<file path="config.mk">
export PLATFORM = sky130hd
export DESIGN_NAME = vram_arbiter_flat
export DESIGN_NICKNAME = d
export VERILOG_FILES = /design/src/rtl/vram_arbiter_if.sv /design/src/rtl/vram_arbiter.sv /design/src/flat_wrapper.sv
export SDC_FILE = /design/constraint.sdc
export NUM_CORES = 1
export LEC_CHECK = 0
export CORE_MARGIN = 1
export CORE_UTILIZATION = 41
export CTS_CLUSTER_SIZE = 30
export DETAILED_ROUTE_END_ITERATION = 16
export MAX_ROUTING_LAYER = met4
export PLACE_DENSITY = 0.79
export REMOVE_ABC_BUFFERS = 1
export SYNTH_ARGS = -nofsm -noshare
export SYNTH_HDL_FRONTEND = slang
export SYNTH_SLANG_ARGS = --single-unit
export TNS_END_PERCENT = 50
</file>
<file path="constraint.sdc">
create_clock -name CLK -period 3.2 [get_ports CLK]
set_clock_uncertainty 0.05 [all_clocks]
set_input_delay 0.32 -clock CLK [delete_from_list [all_inputs] [get_ports CLK]]
set_output_delay 0.32 -clock CLK [all_outputs]
set_load 0.02 [all_outputs]
</file>
<file path="src/rtl/vram_arbiter_if.sv">
// Bundles the three ports of the pixel RAM arbiter: the writer handshake, the
// single-port RAM port and the display pixel output.
// Writer handshake: i_Wr_Req is held with i_Wr_Addr/i_Wr_Data stable until a
// cycle in which o_Wr_Ack is high. That cycle consumes the request, either as a
// write or as an error drop flagged by o_Wr_Err. The writer drops i_Wr_Req the
// cycle after the ack unless it presents a new address/data pair.
interface vram_arbiter_if #(
  parameter int ADDR_W = 19,
  parameter int DATA_W = 8
);
  // Writer side
  logic              i_Wr_Req;
  logic [ADDR_W-1:0] i_Wr_Addr;
  logic [DATA_W-1:0] i_Wr_Data;
  logic              o_Wr_Ack;
  logic              o_Wr_Err;
  // RAM side
  logic              o_Mem_En;
  logic              o_Mem_We;
  logic [ADDR_W-1:0] o_Mem_Addr;
  logic [DATA_W-1:0] o_Mem_WData;
  logic [DATA_W-1:0] i_Mem_RData;
  // Display side
  logic [DATA_W-1:0] o_Pixel;
  logic              o_Pixel_Valid;
  // Arbiter FSM state: 0 IDLE, 1 DISP, 2 WRITE, 3 GUARD
  logic [1:0]        o_Dbg_State;

  modport slave (
    input  i_Wr_Req, i_Wr_Addr, i_Wr_Data, i_Mem_RData,
    output o_Wr_Ack, o_Wr_Err, o_Mem_En, o_Mem_We, o_Mem_Addr, o_Mem_WData,
    output o_Pixel, o_Pixel_Valid, o_Dbg_State
  );

  modport master (
    output i_Wr_Req, i_Wr_Addr, i_Wr_Data, i_Mem_RData,
    input  o_Wr_Ack, o_Wr_Err, o_Mem_En, o_Mem_We, o_Mem_Addr, o_Mem_WData,
    input  o_Pixel, o_Pixel_Valid, o_Dbg_State
  );
endinterface

</file>
<file path="src/rtl/vram_arbiter.sv">
// vram_arbiter: shares a single-port pixel RAM (1-cycle read latency) between
// VGA scan-out and a pixel writer. Display reads own the RAM during active video.
// Writes are granted only in blanking, outside the guard columns that precede
// an active line. Counts at cycle N give the RAM access at N+1 and the pixel at N+2.
// Optional feature macro: VRAM_ARB_BURST_EN (back-to-back write grants). Without
// it, every write cycle is followed by one idle cycle before the next grant.
module vram_arbiter #(
  parameter int H_ACTIVE = 640,
  parameter int H_TOTAL  = 800,
  parameter int V_ACTIVE = 480,
  parameter int V_TOTAL  = 525,
  parameter int GUARD    = 2,
  parameter int ADDR_W   = 19,
  parameter int DATA_W   = 8
) (
  input  logic       CLK,
  input  logic       i_Rst_L,
  input  logic [9:0] i_CountCol,
  input  logic [9:0] i_CountRow,
  vram_arbiter_if.slave bus
);

`ifdef VRAM_ARB_BURST_EN
  localparam bit BURST = 1'b1;
`else
  localparam bit BURST = 1'b0;
`endif

  localparam logic [9:0] H_ACT     = 10'(H_ACTIVE);
  localparam logic [9:0] H_TOT     = 10'(H_TOTAL);
  localparam logic [9:0] V_ACT     = 10'(V_ACTIVE);
  localparam logic [9:0] V_TOT     = 10'(V_TOTAL);
  localparam logic [9:0] GUARD_COL = 10'(H_TOTAL - GUARD);
  localparam logic [9:0] V_ACT_M1  = 10'(V_ACTIVE - 1);
  localparam logic [9:0] V_TOT_M1  = 10'(V_TOTAL - 1);
  localparam logic [ADDR_W:0]   PIX_TOTAL = (ADDR_W+1)'(H_ACTIVE * V_ACTIVE);
  localparam logic [ADDR_W-1:0] ADDR_ONE  = ADDR_W'(1);

  typedef enum logic [1:0] {
    S_IDLE  = 2'd0,
    S_DISP  = 2'd1,
    S_WRITE = 2'd2,
    S_GUARD = 2'd3
  } state_t;

  state_t            state_q, state_d;
  logic [ADDR_W-1:0] scan_q, scan_d;
  logic              mem_en_q, mem_en_d;
  logic              mem_we_q, mem_we_d;
  logic [ADDR_W-1:0] mem_addr_q, mem_addr_d;
  logic [DATA_W-1:0] mem_wdata_q, mem_wdata_d;
  logic              ack_q, ack_d;
  logic              err_q, err_d;
  logic              pix_valid_q, pix_valid_d;

  logic              active;
  logic              in_range;
  logic              next_row_active;
  logic              guard;
  logic              frame_start;
  logic              wr_block;
  logic              addr_err;
  logic [ADDR_W-1:0] scan_use;

  // Classify the current counts and the writer request
  always_comb begin
    active          = (i_CountCol < H_ACT) && (i_CountRow < V_ACT);
    in_range        = (i_CountCol < H_TOT) && (i_CountRow < V_TOT);
    next_row_active = (i_CountRow < V_ACT_M1) || (i_CountRow == V_TOT_M1);
    guard           = in_range && (i_CountCol >= GUARD_COL) && next_row_active;
    frame_start     = (i_CountCol == 10'd0) && (i_CountRow == 10'd0);
    // Without burst, the cycle after a write is an enforced idle slot.
    wr_block        = !BURST && (state_q == S_WRITE);
    addr_err        = {1'b0, bus.i_Wr_Addr} >= PIX_TOTAL;
    // The first active pixel of a frame always reads address 0, whatever the
    // counter holds, so a counter disturbed by odd counts self-heals per frame.
    scan_use        = frame_start ? '0 : scan_q;
  end

  // Next state and next registered RAM/handshake outputs
  always_comb begin
    state_d     = S_IDLE;
    mem_en_d    = 1'b0;
    mem_we_d    = 1'b0;
    mem_addr_d  = '0;
    mem_wdata_d = '0;
    ack_d       = 1'b0;
    err_d       = 1'b0;
    scan_d      = scan_use;
    pix_valid_d = (state_q == S_DISP);
    if (active) begin
      state_d    = S_DISP;
      mem_en_d   = 1'b1;
      mem_addr_d = scan_use;
      scan_d     = scan_use + ADDR_ONE;
    end else if (guard) begin
      state_d = S_GUARD;
    end else if (in_range && bus.i_Wr_Req && !wr_block) begin
      state_d = S_WRITE;
      ack_d   = 1'b1;
      if (addr_err) begin
        err_d = 1'b1;
      end else begin
        mem_en_d    = 1'b1;
        mem_we_d    = 1'b1;
        mem_addr_d  = bus.i_Wr_Addr;
        mem_wdata_d = bus.i_Wr_Data;
      end
    end
  end

  // State, scan counter and all registered outputs
  always_ff @(posedge CLK) begin
    if (!i_Rst_L) begin
      state_q     <= S_IDLE;
      scan_q      <= '0;
      mem_en_q    <= 1'b0;
      mem_we_q    <= 1'b0;
      mem_addr_q  <= '0;
      mem_wdata_q <= '0;
      ack_q       <= 1'b0;
      err_q       <= 1'b0;
      pix_valid_q <= 1'b0;
    end else begin
      state_q     <= state_d;
      scan_q      <= scan_d;
      mem_en_q    <= mem_en_d;
      mem_we_q    <= mem_we_d;
      mem_addr_q  <= mem_addr_d;
      mem_wdata_q <= mem_wdata_d;
      ack_q       <= ack_d;
      err_q       <= err_d;
      pix_valid_q <= pix_valid_d;
    end
  end

  assign bus.o_Mem_En      = mem_en_q;
  assign bus.o_Mem_We      = mem_we_q;
  assign bus.o_Mem_Addr    = mem_addr_q;
  assign bus.o_Mem_WData   = mem_wdata_q;
  assign bus.o_Wr_Ack      = ack_q;
  assign bus.o_Wr_Err      = err_q;
  assign bus.o_Pixel_Valid = pix_valid_q;
  // Read data arrives the cycle after a display read; blanking is forced black.
  assign bus.o_Pixel       = pix_valid_q ? bus.i_Mem_RData : '0;
  assign bus.o_Dbg_State   = state_q;

endmodule
</file>
<file path="src/flat_wrapper.sv">
// flat-port wrapper written by rule: the top's interface ports become plain ports
module vram_arbiter_flat 
#(
  parameter int H_ACTIVE = 640,
  parameter int H_TOTAL  = 800,
  parameter int V_ACTIVE = 480,
  parameter int V_TOTAL  = 525,
  parameter int GUARD    = 2,
  parameter int ADDR_W   = 19,
  parameter int DATA_W   = 8
)
  (CLK, i_Rst_L, i_CountCol, i_CountRow, bus_i_Wr_Req, bus_i_Wr_Addr, bus_i_Wr_Data, bus_i_Mem_RData, bus_o_Wr_Ack, bus_o_Wr_Err, bus_o_Mem_En, bus_o_Mem_We, bus_o_Mem_Addr, bus_o_Mem_WData, bus_o_Pixel, bus_o_Pixel_Valid, bus_o_Dbg_State);
  vram_arbiter_if #(.ADDR_W(ADDR_W), .DATA_W(DATA_W)) bus_i ();
  input  logic CLK;
  input  logic i_Rst_L;
  input  logic [9:0] i_CountCol;
  input  logic [9:0] i_CountRow;
  input wire logic [$bits(bus_i.i_Wr_Req)-1:0] bus_i_Wr_Req;
  input wire logic [$bits(bus_i.i_Wr_Addr)-1:0] bus_i_Wr_Addr;
  input wire logic [$bits(bus_i.i_Wr_Data)-1:0] bus_i_Wr_Data;
  input wire logic [$bits(bus_i.i_Mem_RData)-1:0] bus_i_Mem_RData;
  output wire logic [$bits(bus_i.o_Wr_Ack)-1:0] bus_o_Wr_Ack;
  output wire logic [$bits(bus_i.o_Wr_Err)-1:0] bus_o_Wr_Err;
  output wire logic [$bits(bus_i.o_Mem_En)-1:0] bus_o_Mem_En;
  output wire logic [$bits(bus_i.o_Mem_We)-1:0] bus_o_Mem_We;
  output wire logic [$bits(bus_i.o_Mem_Addr)-1:0] bus_o_Mem_Addr;
  output wire logic [$bits(bus_i.o_Mem_WData)-1:0] bus_o_Mem_WData;
  output wire logic [$bits(bus_i.o_Pixel)-1:0] bus_o_Pixel;
  output wire logic [$bits(bus_i.o_Pixel_Valid)-1:0] bus_o_Pixel_Valid;
  output wire logic [$bits(bus_i.o_Dbg_State)-1:0] bus_o_Dbg_State;
  assign bus_i.i_Wr_Req = bus_i_Wr_Req;
  assign bus_i.i_Wr_Addr = bus_i_Wr_Addr;
  assign bus_i.i_Wr_Data = bus_i_Wr_Data;
  assign bus_i.i_Mem_RData = bus_i_Mem_RData;
  assign bus_o_Wr_Ack = bus_i.o_Wr_Ack;
  assign bus_o_Wr_Err = bus_i.o_Wr_Err;
  assign bus_o_Mem_En = bus_i.o_Mem_En;
  assign bus_o_Mem_We = bus_i.o_Mem_We;
  assign bus_o_Mem_Addr = bus_i.o_Mem_Addr;
  assign bus_o_Mem_WData = bus_i.o_Mem_WData;
  assign bus_o_Pixel = bus_i.o_Pixel;
  assign bus_o_Pixel_Valid = bus_i.o_Pixel_Valid;
  assign bus_o_Dbg_State = bus_i.o_Dbg_State;
  vram_arbiter #(.H_ACTIVE(H_ACTIVE), .H_TOTAL(H_TOTAL), .V_ACTIVE(V_ACTIVE), .V_TOTAL(V_TOTAL), .GUARD(GUARD), .ADDR_W(ADDR_W), .DATA_W(DATA_W)) u_core (.CLK(CLK), .i_Rst_L(i_Rst_L), .i_CountCol(i_CountCol), .i_CountRow(i_CountRow), .bus(bus_i));
endmodule
</file>
Word-level counts from Yosys, hierarchy flattened:

Index checks and enable logic that the tools add are counted.

* magnitude comparators: 7
* add/subtract/negate cells: 1
* eq/ne operators: 3
* mux-type cells: 16
* reduce and logical (&&, ||, !) cells: 15
* bitwise operators: 2

Operators with widths (count)
* $mux W19: 6
* $lt A10 B10 Y1 const B: 3
* $logic_not A10 Y1: 2
* $lt A10 B9 Y1 const B: 2
* $add A19 B1 Y19 const B: 1
* $ge A19 B19 Y1 const B: 1
* $eq A10 B10 Y1 const B: 1
* $ge A10 B10 Y1 const B: 1
* $mux W8: 1
* $logic_and A1 B1 Y1: 7
* $mux W1: 7
* $reduce_or A5 Y1: 1
* $mux W2: 2
* $reduce_or A4 Y1: 1
* $reduce_or A3 Y1: 1
* $eq A2 B1 Y1 const B: 1
* $eq A2 B2 Y1 const B: 1
* $not A1 Y1: 2
* $reduce_or A2 Y1: 1
* $logic_not A1 Y1: 1
* $logic_or A1 B1 Y1: 1

* flip-flop bits (word level): 53
* output and inout port bits: 42
* input port bits: 58
* logic and storage cells: 54

Depth between registers and ports, before layout:

Gate-level depths: netlist (run 1).

* depth after elaboration: 7
* gate-level depth with buffers: 10

Worst setup path after synthesis (run 1):

OpenSTA, ideal clock, no wires.

* path kind: input to register
* start: input i_CountRow[8]
* end: register u_core.scan_q[4]
* data arrival time: 2289 ps
* slack: 732 ps
* library setup time: 130 ps
* stages on the path: 9
* buffers on the path: 1
* path through: or4_4 -> or4_1 -> o21ai_0 -> inv_1 -> ha_1 -> clkbuf_1 -> nand4_1 -> xor2_1 -> nor2_1

* word-level cells in the longest chain between the ends: 5
* elaborated cells between the ends (all ways): 7
* classes of those cells: 1 x add/sub; 1 x order compare; 2 x mux; 3 x reduce/logical

Ends and longest elaborated chain
* start, declared: RTL line flat_wrapper.sv:17 `input logic [9:0] i_CountRow;`
* $logic_not A10 Y1: RTL line vram_arbiter.sv:71 `frame_start = (i_CountCol == 10'd0) && (i_CountRow == 10'd0);`
* $logic_and A1 B1 Y1: RTL line vram_arbiter.sv:71
* $mux W19: RTL line vram_arbiter.sv:77 `scan_use = frame_start ? '0 : scan_q;`
* $add A19 B1 Y19: RTL line vram_arbiter.sv:95 `scan_d = scan_use + ADDR_ONE;`
* $mux W19 (*): RTL line vram_arbiter.sv:91 `if (active) begin`
* end signal, assigned: RTL line vram_arbiter.sv:126 `scan_q <= scan_d;`
* end, declared: RTL line vram_arbiter.sv:47 `logic [ADDR_W-1:0] scan_q, scan_d;`

Mark *: on every way between the ends. The rest lies on a longest branch, timed or not.
A chain may end at the register's enable or synchronous reset.

Worst setup path in the final report (run 1):

Same ends and word-level chain as after synthesis.

==> impl_metrics.toml, run 1 <==
[outcome]
status = "finished, final reports clean"

[worst_hold_path]
hold_path.class = "flop to flop"
hold_path_startpoint = "u_core.scan_q[17]"

[clock_network]
cts-hold-fix-buffers = 0
clock_latency_ps = 300
cts_root_buf = "clkbuf_8"
postCtsSetupBuffers = 0
numCtsBuffers = 5
cts_tree = "done"
h-tree-depth = 2
cts-resized-gates = 0
cts.reportedPaths.clkPinSlew_ps = 90
clk_path_buf_depth = 2
clkSinkCount = 53

[power_and_ir_drop]
p_leak_nw = 1.29
power_frac_seq_pct = 52.1
p_sw_share_pct = 22.0
totalPowerFinal_w = 0.00129
intPower_w = 0.00101
power_frac_clock_pct = 34.6
p_switching_w = 0.000285
ir_drop_mv = 0.187
powerDensity_nw_per_um2 = 380
p_comb_share_pct = 13.2

[logic_synthesis]
yosysTopAreaCell = "dfxtp_1"
synth_commonest_cells = "dfxtp_1 (53), nor2_1 (24), and2_1 (20)"
synthTopCellsByArea = "dfxtp_1 (48%), xor2_1 (6.0%), and2_1 (5.7%), a22o_2 (4.6%), nor2_1 (4.1%)"
syn_inst = 226
seq_area_frac_synth_pct = 48.5
syn_area_um2 = 2190
avgSynthCellArea_um2 = 9.69
ys_warn_count = 0
ys_ff_latch = 53
synth_enable_flop_cells = 0
synth_ff_type = "dfxtp_1"
yosysMostFrequentCell = "dfxtp_1"
synthDominantCellAreaShare_pct = 48.5
synthArstFlopShare_pct = 0
synth_cell_types = 41

[place]
place_inst = 393
placed_area_um2 = 3290
gp_congestion = 0.870
portBuffers = 99
dp_hpwl_um = 3950
post-place-ws_ps = 204

[critical_path]
regToRegSetupSlack_ps = 1400
critPathLaunch = "i_CountRow[8]"
regToRegStartpoint = "u_core.bus.o_Dbg_State[1]"
critPathRequiredTime_ps = 3350
crit_fanout = 8
worstSetupEndpointType = "flop"
start_kind = "primary input"
crit_path_end = "u_core.scan_q[4]"
r2r-end = "u_core.bus.o_Mem_Addr[18]"
arrival_ps = 2840
rr_worst_depth = 6
worstSetupPathType = "primary input to flop"

[global_route]
grt_max_degree = 19
overflow = 0
grt_pass1_vias = 1843
grt_pass1_wl_um = 8160
track_usage_pct = 19.7
use_met2_pct = 33.1
use_met3_pct = 4.28
grt_util_met1_pct = 23.2
antenna_found_initial = 0
grt.busiest_layer = "met2"

[route]
drcViolationCount = 0
drtPass1Iterations = 4
via_per_inst = 4.99
wirelength_um = 5150
avgRoutedWirePerCell_um = 12.8
drtIter0Drc = 75
num_vias = 2000
drtAntennaViolNets = 0

[timing]
tightest_slew_ps = 679
min_period_ps = 2690
slew_violations = 0
rsz0062_at_grt = "no"
post-route-period-util_pct = 84.0
slew_headroom_pct = 54.6
fin_ws_ps = 513
final.setup.tns_ps = 0
finalSetupViolCount = 0
hold_viol = 0
fmax_ghz = 0.372

[finish]
num_antenna_cells = 0
drive_gt1_share_pct = 9.97
layout.nets = 389
final_area_um2 = 3400
instances_no_fill = 401
area_growth_pct = 55.4

[die]
ioPinCount = 100
row_count = 26
start_util_pct = 42.6
die_y_um = 75.1
dieArea_um2 = 5640
die_w_um = 75.1
core_um2 = 5140

[job]
cap_viol_max_count = 0
cell families after synthesis:
group / synth area share (%)
AND/OR/NAND/NOR: 25.8
flip-flops: 48.5
AO/OA/AOI/OAI: 14.9
XOR/XNOR: 6.80
buffers and inverters: 3.49
adder cells (fa/ha/maj): 0.571
cell usage in the layout, fill, tap and decap left out, types with 2 or more instances in the layout:
| cell type | netlist | layout |
|---|---|---|
| a21oi_1 | 2 | 2 |
| a22o_1 | 8 | 8 |
| a22o_2 | 10 | 10 |
| a2bb2o_1 | 2 | 2 |
| and2_1 | 20 | 20 |
| and3_1 | 5 | 5 |
| and4_1 | 3 | 3 |
| buf_4 | 0 | 9 |
| clkbuf_8 | 0 | 5 |
| clkdlybuf4s50_1 | 0 | 99 |
| dfxtp_1 | 53 | 53 |
| inv_1 | 5 | 5 |
| nand2_1 | 7 | 7 |
| nand3_1 | 10 | 10 |
| nand4_1 | 13 | 13 |
| nor2_1 | 24 | 24 |
| nor2b_1 | 2 | 2 |
| nor3_1 | 4 | 3 |
| nor3b_1 | 2 | 2 |
| nor4_1 | 3 | 2 |
| o21a_1 | 2 | 2 |
| o21ai_0 | 5 | 5 |
| o21ai_1 | 2 | 2 |
| xnor2_1 | 2 | 2 |
| xor2_1 | 15 | 15 |
through the flow:
step	utilization, %	hold slack, ps
6_report	66.2	451
5_1_grt	66.2	470
4_1_cts	66.2	456
3_5_place_dp	64.0	434
3_3_place_gp	64.0	430
2_1_floorplan	-	387
worst min path at each step:
stage	endpoint	slack, ps	cells past startpoint
floorplan	u_core.bus.o_Dbg_State[0]	390	1
global placement	u_core.bus.o_Mem_Addr[17]	430	1
detailed placement	u_core.bus.o_Mem_Addr[17]	430	1
CTS	u_core.bus.o_Mem_Addr[17]	460	1
global route	u_core.bus.o_Pixel_Valid	470	1
finish	u_core.bus.o_Mem_Addr[17]	450	1
per-layer routing:
layer	routed length (um)	part of all wire, %
met4	58	1.1
met3	317	6.2
met1	2290	45
met5	0	0
met2	2480	48
critical path, cell delays in order:
cell and delay, ps:
clkdlybuf4s50_1 430, or4_4 560, or4_1 470, o21ai_0 290, inv_1 80, ha_1 320, nand4_1 150, xor2_1 160
nor2_1 60
cell type report:
cell class,instances,area [um^2]
fill,471,1740
tap,70,87.6
multi-input combinational,157,1060
clock inverter,3,43.8
inverter,5,18.8
clock buffer,5,68.8
sequential,53,1060
timing repair buffer,108,1060
registers in the layout, indices dropped and copies added, names as in the netlist:
register,flops
u_core.bus.o_Mem_WData,8
u_core.scan_q,19
u_core.bus.o_Mem_En,1
u_core.bus.o_Wr_Err,1
u_core.bus.o_Pixel_Valid,1
u_core.bus.o_Dbg_State,2
u_core.bus.o_Mem_We,1
u_core.bus.o_Mem_Addr,19
u_core.bus.o_Wr_Ack,1
power by group through the flow:
stage	sequential, W	combinational [W]	clock (W)
finish	0.000674	0.000171	0.000448
global route	0.000675	0.000186	0.000489
CTS	0.000674	0.000172	0.000459
detailed placement	0.000689	0.000171	0
global placement	0.000689	0.000169	0
floorplan	0.000700	0.0000439	0
Power figures use the tool's default switching activity.
==> run 2: changes to the inputs <==
Settings changed: CORE_UTILIZATION 41 to 37, PLACE_DENSITY 0.79 to 0.76.
Clock period 3.2 ns to 2.3 ns, I/O delays scaled along.
==> impl_metrics.toml, run 2 (same netlist as run 1, synthesis figures left out) <==
[route]
drtPass1Iterations = 4
drcViolationCount = 0
drtAntennaViolNets = 0
drtIter0Drc = 108
num_vias = 2123
wirelength_um = 5890
via_per_inst = 5.01
avgRoutedWirePerCell_um = 13.9

[critical_path]
arrival_ps = 2440
crit_path_end = "u_core.bus.o_Mem_Addr[0]"
start_kind = "primary input"
rr_worst_depth = 8
critPathRequiredTime_ps = 2510
r2r-end = "u_core.bus.o_Mem_Addr[0]"
critPathLaunch = "i_CountCol[5]"
regToRegStartpoint = "u_core.bus.o_Dbg_State[1]"
crit_fanout = 6
regToRegSetupSlack_ps = 340
worstSetupEndpointType = "flop"
worstSetupPathType = "primary input to flop"

[finish]
num-fill-cells = 453
layout.nets = 410
layout_commonest_cell = "clkdlybuf4s50_1"
num_antenna_cells = 0
drive_gt1_share_pct = 18.2
instances_no_fill = 424
final_cell_mix = "clkdlybuf4s50_1 (93), dfxtp_1 (53), nor2_1 (24), buf_4 (24), and2_1 (20)"
area_growth_pct = 69.4

[die]
dieArea_um2 = 6230
row_count = 27
core_um2 = 5610
ioPinCount = 100
die_y_um = 78.9
die_w_um = 78.9
start_util_pct = 39.0

[clock_network]
clkSinkCount = 53
cts_root_buf = "clkbuf_8"
cts_tree = "done"
clock_latency_ps = 310
clk_path_buf_depth = 2
h-tree-depth = 2
cts.reportedPaths.clkPinSlew_ps = 90
numCtsBuffers = 5

[place]
portBuffers = 99
place_inst = 410
dp_hpwl_um = 4200
gp_congestion = 0.867

[timing]
slew_headroom_pct = 67.8
slew_violations = 0
post-route-period-util_pct = 96.8
rsz0062_at_grt = "no"
fmax_ghz = 0.449
finalSetupViolCount = 0
hold_viol = 0
final.setup.tns_ps = 0
tightest_slew_ps = 479
min_period_ps = 2230

[global_route]
grt_pass1_vias = 2050
track_usage_pct = 20.2
grt_pass1_wl_um = 9560
grt_max_degree = 18
antenna_found_initial = 0
overflow = 0

[power_and_ir_drop]
ir_drop_mv = 0.327
powerDensity_nw_per_um2 = 503
p_leak_nw = 1.47

[worst_hold_path]
hold_depth = 6
hold_path.class = "primary input to flop"

[job]
cap_viol_max_count = 0

[outcome]
status = "finished, final reports clean"
-- run 2: changes by cell type in the layout (fill, tap and decap cells not counted), moves of 3 or more --
cell             before  now
a22o_2               10    5
buf_12                0    3
clkbuf_2              0    3
clkdlybuf4s50_1      99   93
buf_4                 9   24
a22o_4                0    5
-- run 2: metrics by stage --
stage / area (um^2) / worst slack [ps] / utilization (%) / power (W) / hold WS, ps
floorplan: 2130 / -312 / - / 0.00103 / 297
global placement: 3430 / -521 / 61.2 / 0.00122 / 440
detailed placement: 3430 / -578 / 61.2 / 0.00122 / 435
CTS: 3710 / 8.24 / 66.1 / 0.00188 / 425
global route: 3710 / 7.79 / 66.2 / 0.00194 / 423
finish: 3710 / 74.0 / 66.2 / 0.00186 / 391
-- run 2: routing by layer --
metal,global-route usage (%),up-vias,wire length [um]
li1,-,1061,-
met1,23.3,989,2410
met2,35.0,66,3120
met3,4.37,7,283
met4,6.73,0,76
met5,-,-,0
-- run 2: critical path: stages --
cell             delay (ps)
clkdlybuf4s50_1         440
o311ai_2                240
buf_4                   160
nand2_1                  50
or4b_4                  510
nor4b_4                 260
buf_4                   190
buf_12                  100
buf_16                  100
a2bb2o_2                140
-- run 2: how the worst min path moves through the flow --
stage	start	to	slack (ps)
6_report	i_CountRow[7]	u_core.bus.o_Dbg_State[1]	390
5_1_grt	bus_i_Wr_Data[7]	u_core.bus.o_Mem_WData[7]	420
4_1_cts	bus_i_Wr_Data[2]	u_core.bus.o_Mem_WData[2]	420
3_5_place_dp	u_core.scan_q[17]	u_core.bus.o_Mem_Addr[17]	430
3_3_place_gp	u_core.scan_q[17]	u_core.bus.o_Mem_Addr[17]	440
2_1_floorplan	i_Rst_L	u_core.bus.o_Dbg_State[0]	300
-- run 2: repair_timing --
action / CTS / global route
gates resized for setup: 24 / 8
buffers inserted: 4 / 1
gates cloned: 2 / 0
pin swaps: 6 / 6
hold buffers: 0 / 0
endpoints found under the setup margin: 35 / 22
-- run 2: report_power, final --
part	internal (W)	leakage, nW	total, W	switching, W
Combinational	0.000171	0.980	0.000278	0.000107
Sequential	0.000932	0.428	0.000937	0.00000549
Clock	0.000355	0.0585	0.000649	0.000294
Total	0.00146	1.47	0.00186	0.000406
-- run 2: layout make-up --
class / instances / area (um^2) / area share [%]
inverters: 5 / 18.8 / 0.506
clock buffers: 7 / 86.3 / 2.33
flip-flops and latches: 53 / 1060 / 28.6
clock inverters: 1 / 30.0 / 0.809
well taps: 72 / 90.1 / 2.43
multi-input cells: 157 / 1130 / 30.6
repair buffers: 129 / 1290 / 34.7
==> run 3: changes to the inputs <==
Settings changed: PLACE_DENSITY 0.76 to 0.87.
Clock period 2.3 ns to 1.9 ns, I/O delays scaled along.
==> impl_metrics.toml, run 3 (same netlist as run 1, synthesis figures left out) <==
[route]
avgRoutedWirePerCell_um = 14.5
drtPass1Iterations = 4
drtIter0Drc = 116
wirelength_um = 6380
drtAntennaViolNets = 0
drcViolationCount = 0
num_vias = 2254
via_per_inst = 5.12

[worst_hold_path]
hold_path.class = "primary input to flop"
hold_path_startpoint = "i_CountRow[7]"
hold_depth = 6
min_to = "u_core.bus.o_Dbg_State[1]"

[job]
cap_viol_max_count = 0

[power_and_ir_drop]
ir_drop_mv = 0.354
totalPowerFinal_w = 0.00230
powerDensity_nw_per_um2 = 591
p_leak_nw = 1.57

[timing]
tightest_slew_ps = 371
finalHoldWorstSlack_ps = 305
min_period_ps = 2080
slew_headroom_pct = 75.3
slew_violations = 0
fmax_ghz = 0.481
hold_viol = 0
finalSetupViolCount = 37
post-route-period-util_pct = 109
rsz0062_at_grt = "yes"
fin_ws_ps = -180

[clock_network]
clock_latency_ps = 310
numCtsBuffers = 5
cts_tree = "done"
cts-hold-fix-buffers = 0
h-tree-depth = 2
cts_root_buf = "clkbuf_8"
cts.reportedPaths.clkPinSlew_ps = 100
clk_path_buf_depth = 2
clkSinkCount = 53

[finish]
layout_commonest_cell = "clkdlybuf4s50_1"
final_cell_mix = "clkdlybuf4s50_1 (90), dfxtp_1 (53), buf_4 (38)"
regArea_um2 = 1060
layout.nets = 426
area_growth_pct = 77.3
num_antenna_cells = 0
drive_gt1_share_pct = 23.6
num-fill-cells = 434
instances_no_fill = 440
multi_input_area_um2 = 1220

[outcome]
violations = "negative setup slack"
status = "finished, violations left"

[global_route]
antenna_found_initial = 0
grt_pass1_vias = 2244
grt_max_degree = 18
overflow = 0
track_usage_pct = 21.4
grt_pass1_wl_um = 10200

[critical_path]
worstSetupPathType = "primary input to flop"
critPathRequiredTime_ps = 2110
regToRegStartpoint = "u_core.bus.o_Dbg_State[1]"
regToRegSetupSlack_ps = 30
crit_chain = "buf_6 -> or4_4 -> buf_6 -> o21ai_2 -> or4b_4 -> nor4b_4 -> buf_4 -> buf_8 -> a2bb2o_4"
crit_top_cell = "buf_6"
arrival_ps = 2290
rr_worst_depth = 7
worstSetupEndpointType = "flop"
crit_fanout = 7
r2r-end = "u_core.bus.o_Mem_Addr[1]"
critPathMaxStageDelay_ps = 530
start_kind = "primary input"
slowest_stage = "or4_4"

[die]
row_count = 27
dieArea_um2 = 6230
start_util_pct = 39.0
ioPinCount = 100
die_w_um = 78.9
die_y_um = 78.9
core_um2 = 5610

[place]
portBuffers = 99
dp_hpwl_um = 4410
gp_congestion = 0.879
place_inst = 422
## run 3: changes by cell type in the layout (fill, tap and decap cells not counted), moves of 3 or more
| cell | change |
|---|---|
| buf_6 | +7 |
| a22o_2 | -5 |
| clkdlybuf4s50_1 | -3 |
| a22o_4 | +5 |
| clkbuf_2 | -3 |
| buf_4 | +14 |
| dlygate4sd2_1 | +3 |
## run 3: per-stage QoR
step	setup WS (ps)	cell area (um^2)	setup TNS, ps	utilization [%]
after floorplan	-672	2130	-21370	-
after global placement	-910	3500	-35250	62.4
after detailed placement	-1030	3500	-37790	62.4
after CTS	-198	3830	-4330	68.3
after global routing	-249	3880	-6490	69.2
final	-180	3880	-4120	69.2
## run 3: where the power goes
group	total (W)	switching, W	internal, W
clock	0.000789	0.000361	0.000428
combinational	0.000370	0.000143	0.000226
sequential	0.00114	0.00000802	0.00113
## run 3: timing repair
action,4_1_cts,5_1_grt
cloned,3,0
pin swaps,12,6
gates resized for setup,52,12
endpoints found under the setup margin,52,45
buffers inserted,6,1
## run 3: critical path: cells and delay by family
family / cells / cell delay, ps
buffers and inverters: 4 / 560
AO/OA/AOI/OAI: 2 / 230
AND/OR/NAND/NOR: 3 / 1300
## run 3: how the worst max path moves through the flow
stage                        startpoint                         to  slack (ps)  cells after the start
after floorplan           i_CountRow[5]  u_core.bus.o_Mem_Addr[10]        -670                      5
after global placement    i_CountRow[8]          u_core.scan_q[14]        -910                      9
after detailed placement  i_CountRow[8]          u_core.scan_q[14]       -1030                      9
after CTS                 i_CountRow[7]   u_core.bus.o_Mem_Addr[0]        -200                      9
after global routing      i_CountRow[4]   u_core.bus.o_Mem_Addr[1]        -250                      9
final                     i_CountRow[4]   u_core.bus.o_Mem_Addr[1]        -180                      9
## run 3: layout make-up
cell class              count  area share, %
flip-flops and latches     53           27.3
clock buffers               6           2.13
inverters                   5          0.484
clock inverters             2          0.967
multi-input cells         157           31.4
well taps                  72           2.32
repair buffers            145           35.4
## run 3: routing by layer
metal / wire length, um / up-vias / share of wire, % / global-route usage, %
li1: - / 1092 / - / -
met1: 2600 / 1070 / 41 / 22.9
met2: 3430 / 84 / 54 / 39.6
met3: 285 / 8 / 4.5 / 3.68
met4: 69 / 0 / 1.1 / 7.82
met5: 0 / - / 0 / -
